**src/rtl/multi_clk_divider_pkg.sv**
```systemverilog
// Shared constants and helpers for the multi-channel clock divider.
package multi_clk_divider_pkg;

    localparam logic MODE_TOGGLE = 1'b0;
    localparam logic MODE_PULSE  = 1'b1;

    // Width of a channel index; never narrower than one bit.
    function automatic int ch_width(input int n);
        return (n > 1) ? $clog2(n) : 1;
    endfunction

endpackage

```
**src/rtl/multi_clk_divider_if.sv**
```systemverilog
// Configuration port of the divider: valid/ready request plus status back to the requester.
interface multi_clk_divider_if
    import multi_clk_divider_pkg::*;
#(
    parameter int NUM_CH = 4,
    parameter int W      = 32
);

    localparam int CH_W = ch_width(NUM_CH);

    logic              cfg_valid;
    logic              cfg_ready;
    logic [CH_W-1:0]   cfg_ch;
    logic [W-1:0]      cfg_div;
    logic              cfg_mode;
    logic              cfg_err;
    logic [NUM_CH-1:0] cfg_pend;

    modport master (
        output cfg_valid, cfg_ch, cfg_div, cfg_mode,
        input  cfg_ready, cfg_err, cfg_pend
    );

    modport slave (
        input  cfg_valid, cfg_ch, cfg_div, cfg_mode,
        output cfg_ready, cfg_err, cfg_pend
    );

endinterface

```
**src/rtl/multi_clk_divider_channel.sv**
```systemverilog
// One divider channel: period counter, active divisor/mode and a single-entry pending update.
module multi_clk_divider_channel
    import multi_clk_divider_pkg::*;
#(
    parameter int          W           = 32,
    parameter int unsigned DEFAULT_DIV = 100_000_000
)
(
    input  logic         click,
    input  logic         rst,
    input  logic         en,
    input  logic         ld_stb,
    input  logic [W-1:0] ld_div,
    input  logic         ld_mode,
    output logic         pend,
    output logic         clk_N,
    output logic         tick
);

    logic [W-1:0] cnt_q, cnt_d;
    logic [W-1:0] div_q, div_d;
    logic         mode_q, mode_d;
    logic         pend_q, pend_d;
    logic         clk_n_q, clk_n_d;
    logic         tick_q, tick_d;
    logic [W-1:0] div_pend_q, div_pend_d;
    logic         mode_pend_q, mode_pend_d;

    logic running;
    logic terminal;

    assign running  = en && (div_q != '0);
    assign terminal = running && (cnt_q == div_q - W'(1));

    // Next-state: count, fire terminal events, swap in a pending update when it is safe.
    always_comb begin
        cnt_d       = cnt_q;
        div_d       = div_q;
        mode_d      = mode_q;
        pend_d      = pend_q;
        clk_n_d     = clk_n_q;
        tick_d      = 1'b0;
        div_pend_d  = div_pend_q;
        mode_pend_d = mode_pend_q;

        if (running) begin
            if (terminal) begin
                cnt_d  = '0;
                tick_d = 1'b1;
                if (mode_q == MODE_TOGGLE) begin
                    clk_n_d = ~clk_n_q;
                end
            end else begin
                cnt_d = cnt_q + W'(1);
            end
        end else if (div_q == '0) begin
            cnt_d = '0;
        end

        // A stopped channel has no period boundary to wait for, so it takes the update at once.
        if (pend_q && (terminal || !running)) begin
            div_d  = div_pend_q;
            mode_d = mode_pend_q;
            pend_d = 1'b0;
            cnt_d  = '0;
            if (mode_pend_q == MODE_PULSE) begin
                clk_n_d = 1'b0;
            end
        end

        // The top only strobes a load while nothing is pending, so this never races the swap above.
        if (ld_stb) begin
            pend_d      = 1'b1;
            div_pend_d  = ld_div;
            mode_pend_d = ld_mode;
        end
    end

    // Control and active-configuration registers, cleared by reset.
    always_ff @(posedge click) begin
        if (rst) begin
            cnt_q   <= '0;
            div_q   <= W'(DEFAULT_DIV);
            mode_q  <= MODE_TOGGLE;
            pend_q  <= 1'b0;
            clk_n_q <= 1'b0;
            tick_q  <= 1'b0;
        end else begin
            cnt_q   <= cnt_d;
            div_q   <= div_d;
            mode_q  <= mode_d;
            pend_q  <= pend_d;
            clk_n_q <= clk_n_d;
            tick_q  <= tick_d;
        end
    end

    // Pending payload; only meaningful while pend_q is set, so it needs no reset.
    always_ff @(posedge click) begin
        div_pend_q  <= div_pend_d;
        mode_pend_q <= mode_pend_d;
    end

    assign pend  = pend_q;
    assign clk_N = clk_n_q;
    assign tick  = tick_q;

endmodule

```
**src/rtl/multi_clk_divider.sv**
```systemverilog
// NUM_CH independent clock dividers / tick generators sharing one configuration port.
module multi_clk_divider
    import multi_clk_divider_pkg::*;
#(
    parameter int          NUM_CH      = 4,
    parameter int          W           = 32,
    parameter int unsigned DEFAULT_DIV = 100_000_000
)
(
    input  logic              click,
    input  logic              rst,
    input  logic [NUM_CH-1:0] en,
    multi_clk_divider_if.slave cfg,
    output logic [NUM_CH-1:0] clk_N,
    output logic [NUM_CH-1:0] tick
);

    localparam int CH_W = ch_width(NUM_CH);

    logic [CH_W-1:0]   ch_sel;
    logic              ch_in_range;
    logic              xfer;
    logic [NUM_CH-1:0] pend;
    logic [NUM_CH-1:0] ld_stb;
    logic              cfg_err_q, cfg_err_d;

    assign ch_sel      = cfg.cfg_ch;
    assign ch_in_range = (32'(ch_sel) < 32'(NUM_CH));
    assign xfer        = cfg.cfg_valid && cfg.cfg_ready;
    assign cfg_err_d   = xfer && !ch_in_range;

    // Ready mux: a channel accepts only when its pending slot is free; bad indices are always accepted.
    always_comb begin
        cfg.cfg_ready = 1'b1;
        for (int i = 0; i < NUM_CH; i++) begin
            if (32'(ch_sel) == 32'(i)) begin
                cfg.cfg_ready = ~pend[i];
            end
        end
    end

    // One-cycle error flag for a dropped out-of-range request.
    always_ff @(posedge click) begin
        if (rst) begin
            cfg_err_q <= 1'b0;
        end else begin
            cfg_err_q <= cfg_err_d;
        end
    end

    assign cfg.cfg_err  = cfg_err_q;
    assign cfg.cfg_pend = pend;

    for (genvar g = 0; g < NUM_CH; g++) begin : g_ch
        assign ld_stb[g] = xfer && (32'(ch_sel) == 32'(g));

        multi_clk_divider_channel #(
            .W           (W),
            .DEFAULT_DIV (DEFAULT_DIV)
        ) u_ch (
            .click   (click),
            .rst     (rst),
            .en      (en[g]),
            .ld_stb  (ld_stb[g]),
            .ld_div  (cfg.cfg_div),
            .ld_mode (cfg.cfg_mode),
            .pend    (pend[g]),
            .clk_N   (clk_N[g]),
            .tick    (tick[g])
        );
    end

endmodule

```
**src/flat_wrapper.sv**
```systemverilog
// flat-port wrapper written by rule: the top's interface ports become plain ports
module multi_clk_divider_flat import multi_clk_divider_pkg::*;
#(
    parameter int          NUM_CH      = 4,
    parameter int          W           = 32,
    parameter int unsigned DEFAULT_DIV = 100_000_000
)
  (click, rst, en, clk_N, tick, cfg_cfg_valid, cfg_cfg_ch, cfg_cfg_div, cfg_cfg_mode, cfg_cfg_ready, cfg_cfg_err, cfg_cfg_pend);
  multi_clk_divider_if #(.NUM_CH(NUM_CH), .W(W)) cfg_i ();
  input  logic click;
  input  logic rst;
  input  logic [NUM_CH-1:0] en;
  output logic [NUM_CH-1:0] clk_N;
  output logic [NUM_CH-1:0] tick;
  input wire logic [$bits(cfg_i.cfg_valid)-1:0] cfg_cfg_valid;
  input wire logic [$bits(cfg_i.cfg_ch)-1:0] cfg_cfg_ch;
  input wire logic [$bits(cfg_i.cfg_div)-1:0] cfg_cfg_div;
  input wire logic [$bits(cfg_i.cfg_mode)-1:0] cfg_cfg_mode;
  output wire logic [$bits(cfg_i.cfg_ready)-1:0] cfg_cfg_ready;
  output wire logic [$bits(cfg_i.cfg_err)-1:0] cfg_cfg_err;
  output wire logic [$bits(cfg_i.cfg_pend)-1:0] cfg_cfg_pend;
  assign cfg_i.cfg_valid = cfg_cfg_valid;
  assign cfg_i.cfg_ch = cfg_cfg_ch;
  assign cfg_i.cfg_div = cfg_cfg_div;
  assign cfg_i.cfg_mode = cfg_cfg_mode;
  assign cfg_cfg_ready = cfg_i.cfg_ready;
  assign cfg_cfg_err = cfg_i.cfg_err;
  assign cfg_cfg_pend = cfg_i.cfg_pend;
  multi_clk_divider #(.NUM_CH(NUM_CH), .W(W), .DEFAULT_DIV(DEFAULT_DIV)) u_core (.click(click), .rst(rst), .en(en), .cfg(cfg_i), .clk_N(clk_N), .tick(tick));
endmodule
```
**config.mk**
```make
export PLATFORM = sky130hd
export DESIGN_NAME = multi_clk_divider_flat
export DESIGN_NICKNAME = d
export VERILOG_FILES = /design/src/rtl/multi_clk_divider_pkg.sv /design/src/rtl/multi_clk_divider_if.sv /design/src/rtl/multi_clk_divider_channel.sv /design/src/rtl/multi_clk_divider.sv /design/src/flat_wrapper.sv
export SDC_FILE = /design/constraint.sdc
export NUM_CORES = 1
export LEC_CHECK = 0
export CORE_AREA = 2 2 308 188
export DETAILED_ROUTE_END_ITERATION = 6
export DIE_AREA = 0 0 310 190
export GPL_TIMING_DRIVEN = 1
export PLACE_DENSITY = 0.56
export SYNTH_ARGS = -nofsm -noshare
export SYNTH_HDL_FRONTEND = slang
export SYNTH_HIERARCHICAL = 1
export SYNTH_SLANG_ARGS = --single-unit
```
**constraint.sdc**
```tcl
create_clock -name click -period 9 [get_ports click]
set_input_delay 1.8 -clock click [delete_from_list [all_inputs] [get_ports click]]
set_output_delay 1.8 -clock click [all_outputs]
set_load 0.05 [all_outputs]
```
* Word-level counts from Yosys, hierarchy flattened *
Index checks and enable logic that the tools add are counted.

storage, ports and cells
  bits in registers = 404
  input bits = 42
  output and inout bits = 14
  word-level logic and storage cells = 157

operators by class
  add/sub/neg operators = 8
  equality and inequality tests = 7
  muxes and demuxes = 48
  bitwise operators = 12
  reductions and logical operators = 50

operator list
  kind                     count
  $mux W32                 12
  $add A32 B1 Y32 const B  4
  $eq A32 B32 Y1           4
  $logic_not A32 Y1        4
  $reduce_bool A32 Y1      4
  $sub A32 B1 Y32 const B  4
  $mux W1                  36
  $logic_and A1 B1 Y1      17
  $reduce_bool A2 Y1       8
  $reduce_or A2 Y1         8
  $not A1 Y1               12
  $eq A2 B2 Y1 const B     2
  $logic_not A1 Y1         4
  $logic_or A1 B1 Y1       4
  $eq A2 B1 Y1 const B     1
  $logic_not A2 Y1         1

* Depth between registers and ports, before layout *
  depth after elaboration = 8
  mapped depth = 15
  gate-level depth less buffers = 11

* Hierarchy *
Netlist, hierarchy kept.

by module, submodules not included
  module                                               times used  cells an instance  area each (µm²)
  multi_clk_divider_channel (u_core.g_ch[0].u_ch ...)  3           603                5645.4
  multi_clk_divider_channel (u_core.g_ch[3].u_ch)      1           561                5275.1
  multi_clk_divider                                    1           9                  75.1

* Worst setup path before layout *
Ideal clock, no wire load.

  path type = input to register
  start point = in cfg_cfg_ch[0]
  end point = reg u_core.g_ch[0].u_ch.div_pend_q[0], enable pin
  arrival time = 5.362 ns
  setup slack = 3.118 ns
  cell stages on the path = 1
  buffers on the path = 0
  path through = nor4b_1

between the ends
  cells in the longest elaborated chain, start to end = 7
  elaborated cells on any way between the ends = 10

ends and longest elaborated chain
  what                   line                                              RTL
  from (decl)            flat_wrapper.sv:16                                input wire logic [$bits(cfg_i.cfg_ch)-1:0] cfg_cfg_ch;
  $logic_not A2 Y1       multi_clk_divider.sv:36, multi_clk_divider.sv:55
  $mux W1 (4 in series)  multi_clk_divider.sv:36                           if (32'(ch_sel) == 32'(i)) begin
  $logic_and A1 B1 Y1    multi_clk_divider.sv:29                           assign xfer = cfg.cfg_valid && cfg.cfg_ready;
  $logic_and A1 B1 Y1 *  multi_clk_divider.sv:55                           assign ld_stb[g] = xfer && (32'(ch_sel) == 32'(g));
  to (signal assigned)   multi_clk_divider_channel.sv:100                  div_pend_q <= div_pend_d;
  to (decl)              multi_clk_divider_channel.sv:26                   logic [W-1:0] div_pend_q, div_pend_d;

Every way passes the cells marked *; elsewhere a longest branch is shown, timed or not.
A chain may end at the register's enable or synchronous reset.

* Final worst setup path *
  start point = in cfg_cfg_ch[0]
  end point = out cfg_cfg_ready

between the ends
  cells in the longest elaborated chain, start to end = 5
  elaborated cells on any way between the ends = 8

ends and longest elaborated chain
  what                   line                     RTL
  $logic_not A2 Y1       multi_clk_divider.sv:36
  $mux W1 (3 in series)  multi_clk_divider.sv:36
  $mux W1 *              multi_clk_divider.sv:36
  to (decl)              flat_wrapper.sv:19       output wire logic [$bits(cfg_i.cfg_ready)-1:0] cfg_cfg_ready;

Marked as above.

==> results.toml <==
[sta]
max_clock_freq_mhz = 174
layout_setup_ws_ps = 3250
slew_violations = 0
setup_violations = 0
setup_tns_ps = 0
worst_pin_slew_ps = 1270
hold_slack_ps = 492
fin_crit_sh = 0.639
post-route-min-period_ps = 5750
skew_ps = 12.4
slew_headroom = 0.153
rsz0062_at_grt = "false"
hold_viol_final = 0

[clock_tree]
htreeDepth = 2
root_buffer = "clkbuf_16"
ctsResizeCount = 0
cts.clk_slew.worst_paths_ps = 60
cts_tree = "built"
insertion_delay_ps = 540
numCtsBuffers = 40
clkSinkCount = 404
ctsHoldBuffers = 0
clockBufferDepth = 3
postCtsSetupBuffers = 0

[synthesis]
synth_top_area_share = 0.244
yosysWarnings = 6
synth_area_leaders = "dfxtp_1, edfxtp_1, mux2i_1"
synthMuxAreaShare = 0.0612
syn_nets = 2433
ys_seq_elements = 404
yosysUniqueCellTypes = 86
yosys.area_share.adder = 0.00674
synth-simple-area-share = 0.264
synth_compound_area_frac = 0.0958
seq_area_frac_synth = 0.422
synth_edf_count = 132
avgSynthCellArea_sq_um = 9.37
netlist_instances = 2379
netlist.top_cell.by_area = "dfxtp_1"
synth_xor_xnor_area_share = 0.107
synth_top_family_by_area = "simple AND/OR/NAND/NOR gates"
ys.flop_type = "dfxtp_1"
synthArstFlopShare = 0
syn_area_sq_um = 22300

[critical_path]
critPathCaptureType = "output pin"
cpPeakStageDelay_ps = 840
crit_fanout = 4
critPathBufInv = 3
cpMostUsedCell = "clkdlybuf4s50_1"
reg2reg_depth = 12
path_delay_family = "buffers and inverters"
critPathRequiredTime_ps = 7200
slowest_stage = "clkdlybuf4s50_1"
r2r_start = "u_core/g_ch[3].u_ch/div_q[0]"
worstPathArrival_ps = 3950
r2r-end = "u_core/g_ch[3].u_ch/cnt_q[7]"
r2r_setup_slack_ps = 4330
worst-setup-path-type = "in2out"
crit_path_start_kind = "input pin"
cp_cell_sequence = "clkdlybuf4s50_1, mux4_2, inv_1, clkdlybuf4s50_1"

[die]
die_y_um = 190
start_util = 0.394
die_w_um = 310
die-area_sq_um = 58900
core-area_sq_um = 56500
rows = 68
num_io_pins = 56

[route]
num_vias = 17600
routed.top_layer = "met4"
dr.pass1.iters = 5
wl_met3_mm = 4.85
ant_nets = 0
viasPerCell = 5.60
drt-met1-wl_mm = 32.0
dr_wl_met2_mm = 24.5
drt_iter0_drc = 1637
wl_mm = 62.2
wl_per_cell_um = 19.7
drc = 0

[power_and_ir_drop]
finalPower_mw = 3.91
p_leak_nw = 7.64
powerDensity_nw_per_um2 = 159
max-vdd-ir-drop_v = 0.000132

[placement]
dp_cells = 3076
routabilityCongestion = 0.918
port_buffers = 54
hpwl_mm = 45.7
post-place-ws_ps = 3230

[finish]
fill_cells = 5497
stdcell_count = 3151
area_delta_synth_final_pct = 10.1
final_cell_mix = "dfxtp_1, nor2_1, nand2b_1"
final_common_cell = "dfxtp_1"
final_nets = 2402
layout-drive-gt1-share = 0.0648

[min_path]
worstHoldPathCells = 2
worstHoldStart = "u_core/g_ch[3].u_ch/mode_q"
whs_endpoint = "u_core/g_ch[3].u_ch/mode_q"
hp-class = "reg2reg"

[grt]
grt_first_pass_wirelength_mm = 96.6
grt_start_max_net_pins = 102
grt_use_total = 0.210
grt.overflow.total = 0
antenna_found_initial = 9
grt_pass1_vias = 16600

[job]
drv_cap = 0

[status]
status = "finished, final reports clean"
## Yosys cell counts (13+ instances only)
cell type,instances
nor3_1,63
or3_1,15
edfxtp_1,132
buf_6,14
nor2_1,265
nand2b_1,147
nand3_1,89
xnor2_1,140
dfxtp_1,272
or4_1,26
inv_1,55
xor2_1,124
and3_1,26
nor4_1,59
o211ai_1,14
a21oi_1,120
nand2_1,134
nand4_1,43
nand3b_1,31
buf_2,21
nor3b_1,13
o21ai_0,46
mux2i_1,134
clkbuf_1,100
nor4b_1,30
## flip-flops by register name, indices dropped and copies added, names as in the netlist
name and count:
u_core/g_ch.u_ch/tick 4, u_core/g_ch.u_ch/mode_pend_q 4, u_core/g_ch.u_ch/mode_q 4, u_core/g_ch.u_ch/div_pend_q 128, u_core/g_ch.u_ch/div_q 128, u_core/g_ch.u_ch/cnt_q 128
u_core/g_ch.u_ch/pend 4, u_core/g_ch.u_ch/clk_N 4
## metal layers
| layer | vias up | track usage |
|---|---|---|
| met2 | 522 | 0.293 |
| met5 | - | 0 |
| met3 | 66 | 0.0440 |
| met4 | 0 | 0.0359 |
| met1 | 8591 | 0.330 |
| li1 | 8462 | - |
## worst max-delay path by stage
| stage | cells past startpoint | startpoint | slack, ps | end |
|---|---|---|---|---|
| 6_report | 4 | cfg_cfg_ch[0] | 3250 | cfg_cfg_ready |
| 3_5_place_dp | 4 | cfg_cfg_ch[0] | 3230 | cfg_cfg_ready |
| 4_1_cts | 4 | cfg_cfg_ch[0] | 3230 | cfg_cfg_ready |
| 5_1_grt | 4 | cfg_cfg_ch[0] | 3190 | cfg_cfg_ready |
| 3_3_place_gp | 4 | cfg_cfg_ch[0] | 3240 | cfg_cfg_ready |
| 2_1_floorplan | 1 | cfg_cfg_ch[0] | 3120 | u_core/g_ch[0].u_ch/div_pend_q[0] |
## worst min-delay path: cells and delay by family, from the launching register on
family,cells,cell delay [ps]
DFF,1,330
muxes,1,60
and+or+nand+nor,1,60
## through the flow
stage | utilization | instance area (sq um)
2_1_floorplan | - | 22300
3_3_place_gp | 0.411 | 23200
3_5_place_dp | 0.411 | 23200
4_1_cts | 0.434 | 24500
5_1_grt | 0.434 | 24500
6_report | 0.434 | 24500
## power by group
part	internal [mW]	switching, mW	total [mW]
clock network	0.976	0.741	1.72
registers	1.91	0.0299	1.94
logic	0.0865	0.161	0.247
## layout make-up
type	count	area (sq um)	share of cell area
diodes	4	10.0	0.000408
repair buffers	72	677	0.0276
well taps	770	963	0.0393
multi-input cells	1774	12000	0.488
flip-flops and latches	404	9410	0.383
inverters	56	210	0.00856
clock buffers	51	1090	0.0446
clock inverters	20	211	0.00862
## logic make-up after synthesis
group,after synthesis
AND/OR/NAND/NOR,1045
multiplexers,135
AO/OA/AOI/OAI,314
buffers and inverters,201
other,1
flip-flops,404
XOR/XNOR,267
adder cells (fa/ha/maj),12
No activity file was read; power rests on OpenSTA's default activity.
